==> config.mk <==
export PLATFORM = sky130hd
export DESIGN_NAME = incrementer_fpga
export DESIGN_NICKNAME = d
export VERILOG_FILES = /design/src/rtl/incrementer_pkg.sv /design/src/rtl/bin2bcd_seq.sv /design/src/rtl/seven_segment_display.sv /design/src/rtl/incrementer_fpga.sv
export SDC_FILE = /design/constraint.sdc
export NUM_CORES = 1
export LEC_CHECK = 0
export CAP_MARGIN = 15
export CORE_MARGIN = 10
export CORE_UTILIZATION = 58
export CTS_CLUSTER_DIAMETER = 150
export CTS_CLUSTER_SIZE = 12
export DETAILED_ROUTE_END_ITERATION = 10
export DONT_BUFFER_PORTS = 1
export PLACE_DENSITY = 0.82
export SLEW_MARGIN = 25
export SYNTH_ARGS = -nofsm -noshare
export SYNTH_HDL_FRONTEND = slang
export SYNTH_SLANG_ARGS = --single-unit
==> constraint.sdc <==
create_clock -name clk -period 2 [get_ports clk]
set_input_delay 0.1 -clock clk [delete_from_list [all_inputs] [get_ports clk]]
set_output_delay 0.1 -clock clk [all_outputs]
set_load 0.01 [all_outputs]
==> src/rtl/incrementer_pkg.sv <==
// Shared types and constants for the board-level up-counter and its BCD display path.
package incrementer_pkg;

  typedef enum logic [1:0] {IDLE, SHIFT, LATCH} bcd_state_t;

  localparam int MAX_WIDTH = 9;
  localparam logic [6:0] SEG_BLANK = 7'h7F;

  // Active-low {g..a} patterns, entry 0 in the least significant slot
  localparam logic [9:0][6:0] SEG_TABLE = {
    7'h10, 7'h00, 7'h78, 7'h02, 7'h12,
    7'h19, 7'h30, 7'h24, 7'h79, 7'h40
  };

  function automatic logic [11:0] dabble_adjust(input logic [11:0] acc);
    logic [11:0] res;
    for (int i = 0; i < 3; i++) begin
      res[i*4 +: 4] = (acc[i*4 +: 4] >= 4'd5) ? acc[i*4 +: 4] + 4'd3 : acc[i*4 +: 4];
    end
    return res;
  endfunction

endpackage

==> src/rtl/bin2bcd_seq.sv <==
// Sequential double-dabble converter: one bit per cycle, three BCD digits out.
// state | meaning
// IDLE  | waiting for start; accumulator holds last result
// SHIFT | adjust-and-shift, WIDTH cycles, counted down by bit_cnt
// LATCH | result valid for one cycle (done); may restart directly on start
module bin2bcd_seq
  import incrementer_pkg::*;
#(
  parameter int WIDTH = 8
) (
  input  logic             clk,
  input  logic             rst_n,
  input  logic             start,
  input  logic [WIDTH-1:0] bin,
  output logic             busy,
  output logic             done,
  output logic [11:0]      bcd
);

  bcd_state_t       state, state_nxt;
  logic [WIDTH-1:0] shreg;
  logic [11:0]      acc, acc_adj;
  logic [3:0]       bit_cnt;
  logic             load, last;

  assign last    = (bit_cnt == 4'd0);
  assign acc_adj = dabble_adjust(acc);

  always_ff @(posedge clk or negedge rst_n) begin
    if (!rst_n) state <= IDLE;
    else        state <= state_nxt;
  end

  always_comb begin
    state_nxt = state;
    load      = 1'b0;
    case (state)
      IDLE: begin
        if (start) begin
          state_nxt = SHIFT;
          load      = 1'b1;
        end
      end
      SHIFT: begin
        if (last) state_nxt = LATCH;
      end
      LATCH: begin
        if (start) begin
          state_nxt = SHIFT;
          load      = 1'b1;
        end else begin
          state_nxt = IDLE;
        end
      end
      default: state_nxt = IDLE;
    endcase
  end

  always_ff @(posedge clk or negedge rst_n) begin
    if (!rst_n) begin
      shreg   <= '0;
      acc     <= '0;
      bit_cnt <= '0;
    end else if (load) begin
      shreg   <= bin;
      acc     <= '0;
      bit_cnt <= 4'(WIDTH - 1);
    end else if (state == SHIFT) begin
      // top adjust bit falls off: a three-digit result never needs it
      {acc, shreg} <= {acc_adj, shreg} << 1;
      if (!last) bit_cnt <= bit_cnt - 4'd1;
    end
  end

  assign busy = (state != IDLE);
  assign done = (state == LATCH);
  assign bcd  = acc;

endmodule

==> src/rtl/seven_segment_display.sv <==
// Single-digit BCD to active-low seven-segment decoder.
module seven_segment_display
  import incrementer_pkg::*;
(
  input  logic [3:0] digit,
  output logic [6:0] seg
);

  assign seg = (digit <= 4'd9) ? SEG_TABLE[digit] : SEG_BLANK;

endmodule

==> src/rtl/incrementer_fpga.sv <==
// Board-level up-counter: debounced keys drive count/mode/overflow, shown on three
// seven-segment digits through a multi-cycle binary-to-BCD conversion.
module incrementer_fpga
  import incrementer_pkg::*;
#(
  parameter int WIDTH = 8
) (
  input  logic                 clk,
  input  logic                 reset,
  input  logic [3:0]           key,
  input  logic [MAX_WIDTH-1:0] sw,
  output logic [6:0]           hex0,
  output logic [6:0]           hex1,
  output logic [6:0]           hex2,
  output logic [1:0]           ledr
);

  localparam logic [WIDTH-1:0] COUNT_MAX = '1;

  logic [3:0]       key_s1, key_s2, key_s3, press;
  logic [WIDTH-1:0] count_q, count_nxt;
  logic             ovf_q, ovf_nxt, mode_q, chg_q, pending_q;
  logic             bcd_busy, bcd_done;
  logic [11:0]      bcd, disp_q;
  logic [6:0]       seg0, seg1, seg2;

  // key_s3 is only the previous synchronized level for falling-edge detection
  always_ff @(posedge clk or negedge reset) begin
    if (!reset) begin
      key_s1 <= '1;
      key_s2 <= '1;
      key_s3 <= '1;
    end else begin
      key_s1 <= key;
      key_s2 <= key_s1;
      key_s3 <= key_s2;
    end
  end

  assign press = key_s3 & ~key_s2;

  always_comb begin
    count_nxt = count_q;
    ovf_nxt   = ovf_q;
    if (press[3]) begin
      count_nxt = '0;
      ovf_nxt   = 1'b0;
    end else if (press[1]) begin
      count_nxt = sw[WIDTH-1:0];
      ovf_nxt   = 1'b0;
    end else if (press[0]) begin
      if (count_q == COUNT_MAX) begin
        ovf_nxt = 1'b1;
        if (!mode_q) count_nxt = '0;
      end else begin
        count_nxt = count_q + 1'b1;
      end
    end
  end

  always_ff @(posedge clk or negedge reset) begin
    if (!reset) begin
      count_q <= '0;
      ovf_q   <= 1'b0;
      mode_q  <= 1'b0;
      chg_q   <= 1'b0;
    end else begin
      count_q <= count_nxt;
      ovf_q   <= ovf_nxt;
      chg_q   <= (count_nxt != count_q);
      if (press[2]) mode_q <= ~mode_q;
    end
  end

  bin2bcd_seq #(.WIDTH(WIDTH)) u_bcd (
    .clk   (clk),
    .rst_n (reset),
    .start (chg_q | pending_q),
    .bin   (count_q),
    .busy  (bcd_busy),
    .done  (bcd_done),
    .bcd   (bcd)
  );

  // A change seen in LATCH restarts directly via start, so only SHIFT needs remembering
  always_ff @(posedge clk or negedge reset) begin
    if (!reset) begin
      pending_q <= 1'b0;
      disp_q    <= '0;
    end else begin
      if (bcd_done)              pending_q <= 1'b0;
      else if (chg_q && bcd_busy) pending_q <= 1'b1;
      if (bcd_done) disp_q <= bcd;
    end
  end

  seven_segment_display u_seg0 (.digit(disp_q[3:0]),  .seg(seg0));
  seven_segment_display u_seg1 (.digit(disp_q[7:4]),  .seg(seg1));
  seven_segment_display u_seg2 (.digit(disp_q[11:8]), .seg(seg2));

  assign hex0 = seg0;
  assign hex1 = (disp_q[11:4] == 8'd0) ? SEG_BLANK : seg1;
  assign hex2 = (disp_q[11:8] == 4'd0) ? SEG_BLANK : seg2;
  assign ledr = {mode_q, ovf_q};

  generate
    if (WIDTH < MAX_WIDTH) begin : g_sw_spare
      logic unused_sw;
      assign unused_sw = ^sw[MAX_WIDTH-1:WIDTH];
    end
  endgenerate

endmodule
==> flow_summary.json, run 1 <==
{
  "cp_max_fo": 3,
  "synth_top_cell_area_share_pct": 34.2,
  "clock.fmax_mhz": 480,
  "ff2ff_path_depth": 6,
  "io_pins": 38,
  "cts_max_level": 3,
  "status": "complete, but fails checks",
  "ys_warn_count": 0,
  "async_flop_share_pct": 100,
  "port_buffers": 0,
  "slew_headroom_pct": 53.3,
  "synth_top_area_cell": "dfrtp_1",
  "drive_gt1_share_pct": 19.2,
  "crit_arrival_ns": 2.32,
  "layout_common_cells": "52 x nand2_1, 49 x dfrtp_1, 36 x o21ai_0, 36 x buf_4, 34 x nor2_1",
  "ir_drop_mv": 0.876,
  "first_global_vias": 3216,
  "syn_inst": 411,
  "antenna_cells": 0,
  "grt_max_degree": 63,
  "placed_area_sq_mm": 0.00388,
  "r2r_start": "key_s3[1]",
  "cts_tree": "yes",
  "final_common_cell": "nand2_1",
  "ant_nets": 0,
  "hold_viol_final": 0,
  "vias_per_cell": 6.07,
  "power.density_mw_per_mm2": 1320,
  "num_rows": 28,
  "hold-path-cell-count": 2,
  "start_util_pct": 60.7,
  "utilization_pct": 72.3,
  "hold_path.class": "in2reg",
  "clk_pin_slew_ns": 0.07,
  "cts_root_buf": "clkbuf_8",
  "grt_setup_unrepaired": "true",
  "drt-wirelength-per-cell_um": 16.3,
  "skew_ns": 0.00574,
  "clk_latency_ns": 0.35,
  "endpoint_kind": "flip-flop",
  "grt_overflow": 0,
  "core_sq_mm": 0.00603,
  "tightestPinTransition_ns": 0.699,
  "crit_required_ns": 2.23,
  "vias": 3209,
  "drtIter0Drc": 221,
  "worstHoldEndpoint": "count_q[3]",
  "finalSetupViolCount": 1,
  "grt_pass1_wl_um": 14400,
  "cap_violations": 0,
  "fin_ws_ns": -0.0840,
  "nNetsFinal": 486,
  "p_leak_uw": 0.00188,
  "worstSetupPathType": "reg2reg",
  "first_pass_iters": 5,
  "critPathLaunchType": "flip-flop",
  "cts.sinks": 62,
  "synth_fp_nets": 448,
  "synth_edf_count": 0,
  "dp_hpwl_um": 5940,
  "grt_util_all_layers_pct": 17.4,
  "route.detailed.drc": 0,
  "globalplace.congestion": 0.921,
  "cts_buffer_depth": 2,
  "design_area_sq_mm": 0.00435,
  "violations": "setup timing",
  "synth-seq-cells": 62,
  "reg2reg_slack_ns": -0.08,
  "period_share_pct": 104,
  "die_y_um": 99.4,
  "synth.area.top_cells": "dfrtp_1 34%, dfstp_2 8.6%, ha_1 7.5%",
  "synthFlopType": "dfrtp_1",
  "syn-cell-area_sq_mm": 0.00366,
  "grt_antenna_before_repair": 0,
  "syn_to_final_growth_pct": 19.1,
  "finalCriticalPeriod_ns": 2.08,
  "synth_cell_type_count": 55,
  "finalMaxSlewViolations": 0,
  "numCtsBuffers": 9,
  "syn_avg_cell_area_sq_um": 8.90,
  "ys_seq_area_share_pct": 42.8,
  "routed_wl_um": 8610,
  "dieArea_sq_mm": 0.00988,
  "worstHoldStart": "sw[3]",
  "rr_endpoint": "chg_q",
  "die_w_um": 99.4,
  "cp-startpoint": "key_s3[1]"
}
cells in the mapped netlist, types with 3 or more instances:
master / count
a211o_1: 3
a21oi_1: 23
a221o_1: 4
a22oi_1: 4
a31oi_1: 5
buf_4: 3
buf_6: 3
clkbuf_1: 13
dfrtp_1: 50
dfstp_2: 12
ha_1: 22
inv_1: 25
mux2_2: 3
mux2i_1: 3
nand2_1: 52
nand2b_1: 6
nand3_1: 21
nand3b_1: 3
nand4_1: 3
nor2_1: 34
nor2b_1: 7
nor3_1: 11
o211ai_1: 9
o21a_1: 4
o21ai_0: 41
o31ai_1: 6
xnor2_1: 7
stage by stage:
stage | power, uW | cells | hold slack [ns] | TNS [ns] | worst slack (ns)
after floorplan | 3740 | 411 | -0.196 | -0.112 | -0.112
after global placement | 4120 | 498 | -0.193 | -0.0113 | -0.0113
after detailed placement | 4270 | 498 | -0.193 | -0.0670 | -0.0670
after CTS | 5670 | 528 | 0.0252 | -0.0599 | -0.0599
after global routing | 6180 | 529 | 0.0890 | -0.150 | -0.150
final | 5750 | 529 | 0.0345 | -0.0840 | -0.0840
cell families (layout without fill, tap and decap cells):
| logic type | Yosys count | after routing | share of synthesized area [%] |
|---|---|---|---|
| XOR/XNOR | 9 | 9 | 2.16 |
| flip-flops | 62 | 62 | 42.8 |
| AND/OR/NAND/NOR | 152 | 152 | 20.2 |
| AO/OA/AOI/OAI | 113 | 113 | 19.3 |
| buffers and inverters | 47 | 90 | 6.19 |
| multiplexers | 6 | 6 | 1.75 |
| adder cells (fa/ha/maj) | 22 | 22 | 7.53 |
worst max-delay path, cell delays in order, from the launching register on:
cell and delay, ns:
dfstp_2 0.54, nor2b_1 0.30, nor3_1 0.10, a31oi_1 0.17
o21ai_0 0.12, a211o_1 0.28, or4_1 0.45
cell type report:
class,count,area (sq um)
Multi-Input combinational cell,302,1950
Fill cell,442,1670
Sequential cell,62,1570
Timing Repair Buffer,49,418
Clock buffer,10,138
Clock inverter,6,93.8
Inverter,25,93.8
Tap cell,75,93.8
repair_timing:
item / 4_1_cts / 5_1_grt
endpoints found under the hold margin: 73 / 0
buffers inserted: 1 / 1
setup endpoints to repair: 9 / 10
hold buffers: 13 / 0
pin swaps: 2 / 2
gates resized for setup: 8 / 10
worst max path at each step:
stage,endpoint,depth (start not counted),slack (ns)
after global placement,chg_q,7,-0.01
after detailed placement,chg_q,7,-0.07
final,chg_q,6,-0.08
after floorplan,chg_q,7,-0.11
after global routing,chg_q,7,-0.15
after CTS,chg_q,7,-0.06
metal layers:
| metal | track usage [%] | routed length [um] | up-vias | part of all wire [%] |
|---|---|---|---|---|
| met3 | 4.78 | 728 | 34 | 8.5 |
| li1 | - | - | 1519 | - |
| met2 | 28.7 | 4110 | 137 | 48 |
| met5 | 0 | 0 | - | 0 |
| met4 | 10.5 | 295 | 0 | 3.4 |
| met1 | 19.7 | 3480 | 1519 | 40 |
sequential cells by signal, summed over array words and instances (netlist names):
name	cells
u_bcd.bcd	12
u_bcd.state	2
ovf_q	1
chg_q	1
pending_q	1
key_s1	4
key_s2	4
disp_q	12
count_q	8
key_s3	4
mode_q	1
u_bcd.bit_cnt	4
u_bcd.shreg	8
where the power goes:
part           switching (uW)  internal (uW)  leakage (uW)  total (uW)
registers                 385           1610      0.000760        2000
logic                    1510            965       0.00100        2470
clock network             539            743      0.000113        1280
total                    2430           3320       0.00188        5750
Power figures use the tool's default switching activity.
==> run 2: changes to the inputs <==
--- a/config.mk
+++ b/config.mk
@@ -7,12 +7,12 @@
 export LEC_CHECK = 0
 export CAP_MARGIN = 15
 export CORE_MARGIN = 10
-export CORE_UTILIZATION = 58
+export CORE_UTILIZATION = 36
 export CTS_CLUSTER_DIAMETER = 150
 export CTS_CLUSTER_SIZE = 12
 export DETAILED_ROUTE_END_ITERATION = 10
 export DONT_BUFFER_PORTS = 1
-export PLACE_DENSITY = 0.82
+export PLACE_DENSITY = 0.58
 export SLEW_MARGIN = 25
 export SYNTH_ARGS = -nofsm -noshare
 export SYNTH_HDL_FRONTEND = slang
==> run 2 against run 1 <==
  * The run still ends with setup timing left
  * Utilization down 27 points
  * Via count down 3.3%
  * First-iteration DRC count fell by 24%
  * Final cell count up 12%
  * Design area grew 2.4%
  * Combinational power grew 2%
  * Routed wire length decreased by 0.44%
  * Critical path type unchanged
  * Register-to-register slack improved by 0.06 ns
  * Total power shrank 0.45%
  * Sequential share of layout area is 0.85 points lower
==> flow_summary.json, run 2 (same netlist as run 1, synthesis figures left out) <==
{
  "status": "complete, but fails checks",
  "violations": "setup timing",
  "fillCellCount": 967,
  "vias_per_cell": 5.23,
  "critPathSlowestCell": "or4_1",
  "tightestPinTransition_ns": 0.686,
  "hold-path-cell-count": 2,
  "grt_max_degree": 63,
  "cp_max_fo": 5,
  "io_pins": 38,
  "drive_gt1_share_pct": 20.9,
  "hold_viol_final": 0,
  "grt_pass1_wl_um": 14500,
  "ff2ff_path_depth": 7,
  "vias": 3103,
  "finalSetupViolCount": 1,
  "finalCriticalPeriod_ns": 2.02,
  "multi_input_area_sq_mm": 0.00195,
  "first_global_vias": 3067,
  "final_common_cell": "nand2_1",
  "slowest_delay_ns": 0.53,
  "clk_latency_ns": 0.35,
  "cpLargestDelayFamily": "simple AND/OR/NAND/NOR gates",
  "p_leak_uw": 0.00190,
  "clock.fmax_mhz": 495,
  "grt_util_met3_pct": 4.28,
  "drt-wirelength-per-cell_um": 14.5,
  "critPathLaunchType": "flip-flop",
  "fin_ws_ns": -0.0215,
  "power.density_mw_per_mm2": 1280,
  "cts_root_buf": "clkbuf_8",
  "cts_buffer_depth": 2,
  "antenna_cells": 0,
  "grtUsageMet1_pct": 14.2,
  "die_w_um": 121,
  "layout.area.seq_sq_mm": 0.00157,
  "first_pass_iters": 5,
  "syn_to_final_growth_pct": 22.0,
  "dieArea_sq_mm": 0.0146,
  "globalplace.congestion": 0.918,
  "endpoint_kind": "flip-flop",
  "p_comb_share_pct": 44.0,
  "internal_power_uw": 3320,
  "port_buffers": 0,
  "grt_setup_unrepaired": "true",
  "finalMaxSlewViolations": 0,
  "crit_buf_inv": 0,
  "grt_overflow": 0,
  "core_sq_mm": 0.00982,
  "cts_tree": "yes",
  "cap_violations": 0,
  "nNetsFinal": 492,
  "crit_chain": "ha_4 -> nand3_2 -> o21a_1 -> and4_1 -> a21oi_1 -> nand4_1 -> or4_1",
  "hold_path.class": "in2reg",
  "ir_drop_mv": 0.600,
  "grt_antenna_before_repair": 0,
  "p_sw_uw": 2410,
  "swShare_pct": 42.1,
  "layout_common_cells": "52 x nand2_1, 49 x dfrtp_1, 42 x buf_4",
  "die_y_um": 121,
  "seq_power_share_pct": 34.6,
  "cts_max_level": 3,
  "ant_nets": 0,
  "drtIter0Drc": 167,
  "route.detailed.drc": 0,
  "met2_usage_pct": 19.4,
  "grt-busiest-layer": "met2",
  "crit_required_ns": 2.23,
  "crit_cells": 7,
  "period_share_pct": 101,
  "routed_wl_um": 8580,
  "place_worst_setup_slack_ns": -0.0182,
  "placed_area_sq_mm": 0.00399,
  "skew_ns": 0.0129,
  "grt_util_all_layers_pct": 11.9,
  "worstSetupPathType": "reg2reg",
  "design_area_sq_mm": 0.00446,
  "crit_arrival_ns": 2.25,
  "numCtsBuffers": 9,
  "hold_slack_ns": 0.0537,
  "p_clk_share_pct": 21.4,
  "slew_headroom_pct": 54.1,
  "clk_pin_slew_ns": 0.08,
  "num_rows": 36,
  "dp_hpwl_um": 6060,
  "start_util_pct": 37.2,
  "cts.sinks": 62
}
run 2: cell count changes in the layout (fill, tap and decap cells not counted), moves of 2 or more:
cell	previous run	this run
inv_2	0	2
o21ai_2	2	5
o21ai_1	4	2
buf_4	36	42
clkinv_2	0	2
inv_1	25	23
run 2: path summary, 6_finish.rpt:
| path | from | to | slack [ns] |
|---|---|---|---|
| worst max register to register | count_q[1] | chg_q | -0.02 |
| worst min-delay path | sw[3] | count_q[3] | 0.05 |
| worst min register to register | key_s1[2] | key_s2[2] | 0.36 |
| max in group asynchronous | reset | key_s3[2] | 1.43 |
| worst max-delay path | count_q[1] | chg_q | -0.02 |
| min in group asynchronous | reset | ovf_q | 0.27 |
run 2: final cells by class:
class	count	share of cell area, %
Timing Repair Buffer	55	10.4
Sequential cell	62	35.2
Multi-Input combinational cell	302	43.8
Tap cell	133	3.73
Clock inverter	6	1.94
Inverter	25	2.10
Clock buffer	10	2.86
run 2: stage by stage:
stage | instances | setup TNS, ns | util, % | power [uW]
finish | 593 | -0.0215 | 45.4 | 5720
global route | 593 | -0.0848 | 45.4 | 6210
CTS | 590 | -0.600 | 44.4 | 5620
detailed placement | 561 | -0.0182 | 40.6 | 4290
global placement | 561 | 0 | 40.6 | 4200
floorplan | 411 | -0.112 | - | 3740
run 2: per-layer routing:
layer	vias up	wire length [um]
met3	13	427
met4	0	128
met1	1486	3960
met5	-	0
li1	1544	-
met2	60	4060
run 2: timing repair:
item,in CTS,in global routing
setup endpoints to repair,9,14
hold buffers,13,0
buffers inserted,0,3
gates resized for setup,1,22
endpoints found under the hold margin,73,0
pin swaps,0,3
run 2: power by group through the flow:
stage | Clock [uW] | Sequential (uW) | Combinational (uW)
2_1_floorplan | 0 | 1850 | 1880
4_1_cts | 1260 | 1970 | 2390
3_3_place_gp | 0 | 1980 | 2230
6_report | 1220 | 1980 | 2520
5_1_grt | 1310 | 2040 | 2850
3_5_place_dp | 0 | 1990 | 2300
